[src/rtl/program_loader.sv]
// program_loader: UART boot loader that announces itself, receives a sized program and
// writes it little-endian into instruction memory before releasing the core.
module program_loader #(
  parameter int          IMEM_ADDR_W = 14,
  parameter logic [7:0]  HELLO_BYTE  = 8'h99,
  parameter logic [7:0]  DONE_BYTE   = 8'hAA
) (
  input  logic                   clk,
  input  logic                   reset,
  input  logic [7:0]             rx_rdata,
  input  logic                   rx_rdata_ready,
  input  logic                   rx_ferr,
  output logic [7:0]             tx_sdata,
  output logic                   tx_start,
  input  logic                   tx_busy,
  output logic                   imem_we,
  output logic [IMEM_ADDR_W-1:0] imem_addr,
  output logic [31:0]            imem_wdata,
  output logic                   load_done,
  output logic                   load_error
);
  typedef enum logic [3:0] {
    SEND_HELLO, WAIT_HELLO_TX, RECV_SIZE, RECV_DATA, FLUSH,
    SEND_ACK, WAIT_ACK_TX, DONE, ERROR
  } state_t;

  localparam logic [32:0] CAP = 33'd4 << IMEM_ADDR_W;
  localparam logic [IMEM_ADDR_W-1:0] ADDR_ONE = {{(IMEM_ADDR_W-1){1'b0}}, 1'b1};

  state_t                 state_q, state_d;
  logic [31:0]            size_q, size_d, cnt_q, cnt_d, asm_q, asm_d;
  logic [IMEM_ADDR_W-1:0] addr_q, addr_d;
  logic [1:0]             sidx_q, sidx_d;
  logic                   guard_q, guard_d;
  logic [7:0]             tx_sdata_q, tx_sdata_d;
  logic                   tx_start_q, tx_start_d, imem_we_q, imem_we_d;
  logic [IMEM_ADDR_W-1:0] imem_addr_q, imem_addr_d;
  logic [31:0]            imem_wdata_q, imem_wdata_d;
  logic                   load_done_q, load_done_d, load_error_q, load_error_d;
  logic [31:0]            new_size, asm_next;
  logic                   lane3, last;

  always_comb begin
    state_d      = state_q;
    size_d       = size_q;
    cnt_d        = cnt_q;
    asm_d        = asm_q;
    addr_d       = addr_q;
    sidx_d       = sidx_q;
    guard_d      = guard_q;
    tx_sdata_d   = tx_sdata_q;
    tx_start_d   = 1'b0;
    imem_we_d    = 1'b0;
    imem_addr_d  = imem_addr_q;
    imem_wdata_d = imem_wdata_q;
    load_done_d  = load_done_q;
    load_error_d = load_error_q;
    new_size     = {rx_rdata, size_q[31:8]};
    asm_next     = asm_q;
    asm_next[{cnt_q[1:0], 3'b000} +: 8] = rx_rdata;
    lane3        = cnt_q[1:0] == 2'd3;
    last         = cnt_q + 32'd1 == size_q;
    case (state_q)
      SEND_HELLO, SEND_ACK: if (!tx_busy) begin
        tx_sdata_d = state_q == SEND_HELLO ? HELLO_BYTE : DONE_BYTE;
        tx_start_d = 1'b1;
        guard_d    = 1'b1;
        state_d    = state_q == SEND_HELLO ? WAIT_HELLO_TX : WAIT_ACK_TX;
      end
      // UART_TX raises busy a cycle late, so the first waiting cycle ignores it
      WAIT_HELLO_TX, WAIT_ACK_TX: begin
        guard_d = 1'b0;
        if (!guard_q && !tx_busy) begin
          state_d     = state_q == WAIT_HELLO_TX ? RECV_SIZE : DONE;
          sidx_d      = 2'd0;
          load_done_d = state_q == WAIT_ACK_TX;
        end
      end
      RECV_SIZE: if (rx_rdata_ready) begin
        if (rx_ferr) begin
          state_d      = ERROR;
          load_error_d = 1'b1;
        end else begin
          size_d = new_size;
          sidx_d = sidx_q + 2'd1;
          if (sidx_q == 2'd3) begin
            cnt_d  = 32'd0;
            addr_d = '0;
            asm_d  = 32'd0;
            if (new_size == 32'd0) state_d = SEND_ACK;
            else if ({1'b0, new_size} > CAP) begin
              state_d      = ERROR;
              load_error_d = 1'b1;
            end else state_d = RECV_DATA;
          end
        end
      end
      RECV_DATA: if (rx_rdata_ready) begin
        if (rx_ferr) begin
          state_d      = ERROR;
          load_error_d = 1'b1;
        end else begin
          cnt_d        = cnt_q + 32'd1;
          asm_d        = lane3 ? 32'd0 : asm_next;
          imem_we_d    = lane3;
          imem_addr_d  = lane3 ? addr_q : imem_addr_q;
          imem_wdata_d = lane3 ? asm_next : imem_wdata_q;
          addr_d       = lane3 ? addr_q + ADDR_ONE : addr_q;
          if (last) state_d = lane3 ? SEND_ACK : FLUSH;
        end
      end
      FLUSH: begin
        imem_we_d    = 1'b1;
        imem_addr_d  = addr_q;
        imem_wdata_d = asm_q;
        state_d      = SEND_ACK;
      end
      default: ;
    endcase
  end

  always_ff @(posedge clk or posedge reset) begin
    if (reset) begin
      state_q      <= SEND_HELLO;
      size_q       <= '0;
      cnt_q        <= '0;
      asm_q        <= '0;
      addr_q       <= '0;
      sidx_q       <= '0;
      guard_q      <= 1'b0;
      tx_sdata_q   <= '0;
      tx_start_q   <= 1'b0;
      imem_we_q    <= 1'b0;
      imem_addr_q  <= '0;
      imem_wdata_q <= '0;
      load_done_q  <= 1'b0;
      load_error_q <= 1'b0;
    end else begin
      state_q      <= state_d;
      size_q       <= size_d;
      cnt_q        <= cnt_d;
      asm_q        <= asm_d;
      addr_q       <= addr_d;
      sidx_q       <= sidx_d;
      guard_q      <= guard_d;
      tx_sdata_q   <= tx_sdata_d;
      tx_start_q   <= tx_start_d;
      imem_we_q    <= imem_we_d;
      imem_addr_q  <= imem_addr_d;
      imem_wdata_q <= imem_wdata_d;
      load_done_q  <= load_done_d;
      load_error_q <= load_error_d;
    end
  end

  assign tx_sdata   = tx_sdata_q;
  assign tx_start   = tx_start_q;
  assign imem_we    = imem_we_q;
  assign imem_addr  = imem_addr_q;
  assign imem_wdata = imem_wdata_q;
  assign load_done  = load_done_q;
  assign load_error = load_error_q;
endmodule

[config.mk]
export PLATFORM = sky130hd
export DESIGN_NAME = program_loader
export DESIGN_NICKNAME = d
export VERILOG_FILES = /design/src/rtl/program_loader.sv
export SDC_FILE = /design/constraint.sdc
export NUM_CORES = 1
export LEC_CHECK = 0
export ABC_AREA = 0
export BUFFER_PORTS_ARGS = -buffer_cell sky130_fd_sc_hd__buf_4
export CORE_MARGIN = 1.5
export CORE_UTILIZATION = 59
export CTS_CLUSTER_SIZE = 28
export DETAILED_ROUTE_END_ITERATION = 10
export MAX_ROUTING_LAYER = met4
export PLACE_DENSITY = 0.79
export SYNTH_ARGS = -nofsm -noshare
export SYNTH_HDL_FRONTEND = slang
export SYNTH_SLANG_ARGS = --single-unit
[constraint.sdc]
create_clock -name clk -period 10.1 [get_ports clk]
set_input_delay 1.515 -clock clk [delete_from_list [all_inputs] [get_ports clk]]
set_output_delay 1.515 -clock clk [all_outputs]
set_load 0.02 [all_outputs]
# Word-level counts from Yosys, hierarchy flattened
# Cells that the tools add are included.
# word_totals
wordCells	127
out_inout_bits	58
input_bits	13
regBits	175
# classes
n_eq_ne	22
bitwise	2
muxes	60
shift	2
n_lt_le_gt_ge	1
n_addsub	4
n_reduce_logical	22
# ops
operator	count
$mux W32	11
$pmux W32 S2	3
$mux W14	9
$pmux W14 S2	2
$mux W4	10
$add A32 B1 Y32 const B	1
$bwmux W32	1
$eq A32 B32 Y1	1
$gt A32 B17 Y1 const B	1
$logic_not A32 Y1	1
$shift A8 B7 Y32 const A	1
$shiftx A8 B7 Y32	1
$reduce_and A7 Y1	3
$pmux W4 S5	1
$ne A2 B2 Y1 const B	9
$add A14 B1 Y14 const B	1
$mux W1	13
$eq A4 B3 Y1 const B	3
$ne A3 B3 Y1 const B	4
$eq A4 B2 Y1 const B	2
$reduce_and A4 Y1	2
$reduce_bool A2 Y1	4
$neg A5 Y7	1
$mux W2	3
16 further kinds	25

# Logic depth before layout (Yosys ltp)
# logic_depth
ltp_word	7
mapped_depth	11
depth_no_buf	10

# Least setup slack after synthesis
# Ideal clock, no wire load.
# synth_path
path_kind	in2reg
from	input port rx_ferr
to	register asm_q[0]
arrival_ns	2.912
required_ns	10.033
path_stages	6
path_buffers	1
setup_time_ns	0.067
setup_slack_ns	7.121
path_cell_list	nand2b_1 > nor2_1 > o21ai_0 > clkbuf_1 > nor3_1 > a22o_1
# synth_between
elab_chain_len	2
# synth_lines
element	line	rtl
from (decl)	12	input logic rx_ferr,
$ne A2 B2 Y1 (no line)	n/a	
$reduce_and A6 Y1 (no line) *	n/a	
to (signal assigned)	142	asm_q <= asm_d;
to (decl)	31	logic [31:0] size_q, size_d, cnt_q, cnt_d, asm_q, asm_d;
# Every way passes the cells marked *; elsewhere a longest branch is shown, timed or not.
# A chain may end at the register's enable or synchronous reset.

# Worst setup path after layout
# layout_path
from	register cnt_q[0]
to	register state_q[2]
# layout_between
elab_chain_len	4
# layout_lines
element	line	rtl
from (decl)	31	
from (signal assigned)	141	cnt_q <= cnt_d;
$add A32 B1 Y32	62	last = cnt_q + 32'd1 == size_q;
$eq A32 B32 Y1	62	
$ne A3 B3 Y1 (no line)	n/a	
$reduce_and A7 Y1 (no line)	n/a	
to (signal assigned)	139	state_q <= state_d;
to (decl)	30	state_t state_q, state_d;
# No other way between the ends.

==> results.md <==
* Fin crit period at 3.37 ns
* Post-CTS setup buffers at 0
* Clock root cell: clkbuf_16
* Clk sinks at 170
* Hold Buf Count CTS at 0
* I/O Buffers at 68
* Rows at 43
* Max Clk Rate at 297 MHz
* FFs w/ async S/R, synth at 100%
* Synth area leader: dfrtp_1
* Synth unique cells at 61
* Worst EP required at 10.46 ns
* Power Density at 188 nW/um2
* Final Cycle Share at 33.4%
* Placed cell area at 9140 um2
* RSZ-0062 raised after global routing: no
* GR Util All Layers at 28.9%
* Post-synth EDFFs at 0
* Clock transition at path regs at 0.07 ns
* Final #Nets at 933
* CTS tree: yes
* Final setup vio count at 0
* GP Congestion at 0.908
* Post-Synthesis Cells at 874
* Worst rel slew slack at 30.5%
* Via count at 7002
* WP data arrival at 3.73 ns
* Chip Height at 124 um
* HP Class: reg -> reg
* Layout cells sized above 1 at 17.8%
* Total CTS buffers at 17
* Area grow syn2layout at 13.2%
* Final instance area at 9720 um2
* Post-Syn Area at 8590 um2
* Yosys reg bits at 170
* Final hold vios at 0
* DR DRC count at 0
* Ys Warns at 0
* Dpl ws at 6.48 ns
* DR iter-0 viols at 785
* Worst path top cell family by delay: simple AND/OR/NAND/NOR gates
* Antenna violations before repair at 0
* Largest net degree at the start of global routing at 89
* Most common cell after layout, fill and taps aside: dfrtp_1
* Post-CTS sizing at 0
* Synth Flop Type: dfrtp_1
* Most frequent cells in the layout: dfrtp_1 (170), nor2_1 (75), buf_4 (73), o21ai_0 (71), nand2_1 (64)
* DR pass1 iterations at 5
* Core area at 14000 um2
* Critical Path End Type: flop
* Critical path startpoint category: flop
* Worst path bufs/invs at 0
* Total congestion overflow at 0
* Design Power at 1.83 mW
* CP peak stage delay at 0.74 ns
* Initial Util at 61.2%
* Crit-path cells: ha_1 -> nand3_2 -> or4_1 -> or4_4 -> a21oi_2 -> nand4_1 -> o21ai_2 -> a21boi_2
* Status: complete, no violations
* Share of the synthesized area in the top cell type at 49.5%
* Wire per inst at 18.6 um
* Mapped Avg Cell Area at 9.83 um2
* Max-slew violation count at 0
* Register area share after synthesis at 49.5%
* Worst setup path category: reg -> reg
* Vias per cell at 6.33
* Vias in the first global route at 6450
* Final worst slack at 6.73 ns
* CP max stage cell: or4_1
* H-tree levels at 4
* Later-pin clock latency in the skew report at 0.43 ns
* Fillers at 1070
* Max-cap violations at 0
* Peak supply drop at 0.000131 V
* Post-Route WL at 20600 um
* Routed Antenna Nets at 0
* Cell leakage power at 4.27 nW
* Synth top area cells: dfrtp_1 (50%), mux2_2 (6.0%), o21ai_0 (4.2%), xnor2_1 (3.4%), nor2_1 (3.3%)
* Die X-Extent at 124 um
* Final HPWL DP at 13300 um
* Setup TNS at 0 ns
* Num ports at 71
* CTS Buffer Depth at 2
* Largest fanout on the critical path at 11
* First-pass GRT wire length at 33000 um
* Skew final at 0.0111 ns
* Die ar. at 15300 um2
* Worst-Margin Slew at 1.04 ns
[state kept, by name (all words and copies together) (netlist names), 3 cells and up]
signal      flops
cnt_q          32
size_q         32
addr_q         14
state_q         4
imem_addr      14
imem_wdata     32
asm_q          32
tx_sdata        3
[kinds of logic after synthesis]
logic type | after synthesis | synth area share [%]
AOI/OAI and AO/OA | 237 | 17.5
xor gates and xnor gates | 47 | 4.79
adders and majority gates | 8 | 1.17
buffers and inverters | 74 | 3.64
DFF | 170 | 49.5
muxes | 51 | 6.61
other | 1 | 0.0437
and+or+nand+nor | 286 | 16.7
[synth_stat cells (all sizes together), types with 8 or more instances]
master,instances
xnor2,33
or3,9
ha,8
nor3,25
nand2b,11
and3,12
a22o,32
dfrtp,170
a22oi,32
nand3,28
inv,19
clkbuf,34
nand2,64
nand4,23
xor2,14
buf,21
nor4,14
a21oi,56
nor2,75
o21ai,77
mux2,46
[path summary, 6_finish.rpt]
| path | start | endpoint | slack (ns) | depth (start not counted) |
|---|---|---|---|---|
| worst max-delay path | cnt_q[0] | state_q[2] | 6.73 | 8 |
| worst min-delay path | load_error | load_error | 0.47 | 1 |
| worst max register to register | cnt_q[0] | state_q[2] | 6.73 | 8 |
| worst min register to register | load_error | load_error | 0.47 | 1 |
| max in group asynchronous | reset | cnt_q[16] | 7.37 | 3 |
| min in group asynchronous | reset | imem_wdata[20] | 1.22 | 2 |
[per-layer routing]
| metal | up-vias | track usage [%] | part of all wire (%) |
|---|---|---|---|
| met4 | 0 | 8.98 | 1.9 |
| met5 | - | - | 0 |
| met1 | 3423 | 40.8 | 46 |
| met2 | 294 | 42.4 | 46 |
| li1 | 3245 | - | - |
| met3 | 40 | 5.77 | 6.5 |
[worst register-to-register path: cells and delay by family, from the launching register on]
family / cells / cell delay (ns)
flip-flops: 1 / 0.57
AO/OA/AOI/OAI: 3 / 0.62
AND/OR/NAND/NOR: 4 / 1.71
adder cells (fa/ha/maj): 1 / 0.40
[metrics by stage]
step	utilization, %	hold WS [ns]	instances
floorplan	-	0.467	875
global route	69.2	0.496	1105
global placement	65.1	0.454	1073
finish	69.3	0.471	1106
CTS	69.2	0.471	1105
detailed placement	65.1	0.456	1073
[where the power goes]
part | leakage, nW | switching, mW | internal [mW] | total [mW]
clock | 0.286 | 0.290 | 0.353 | 0.642
sequential | 2.24 | 0.0555 | 0.755 | 0.811
combinational | 1.74 | 0.220 | 0.154 | 0.373
total | 4.27 | 0.565 | 1.26 | 1.83
[cell type report]
cell class | instances | area [um2] | area share, %
clock buffers | 18 | 439 | 4.52
diodes | 1 | 2.50 | 0.0257
flip-flops and latches | 170 | 4250 | 43.7
repair buffers | 73 | 548 | 5.64
inverters | 19 | 76.3 | 0.785
well taps | 180 | 225 | 2.32
multi-input cells | 631 | 4040 | 41.5
clock inverters | 14 | 139 | 1.43
Note: power is estimated with default switching activity, not from simulation.
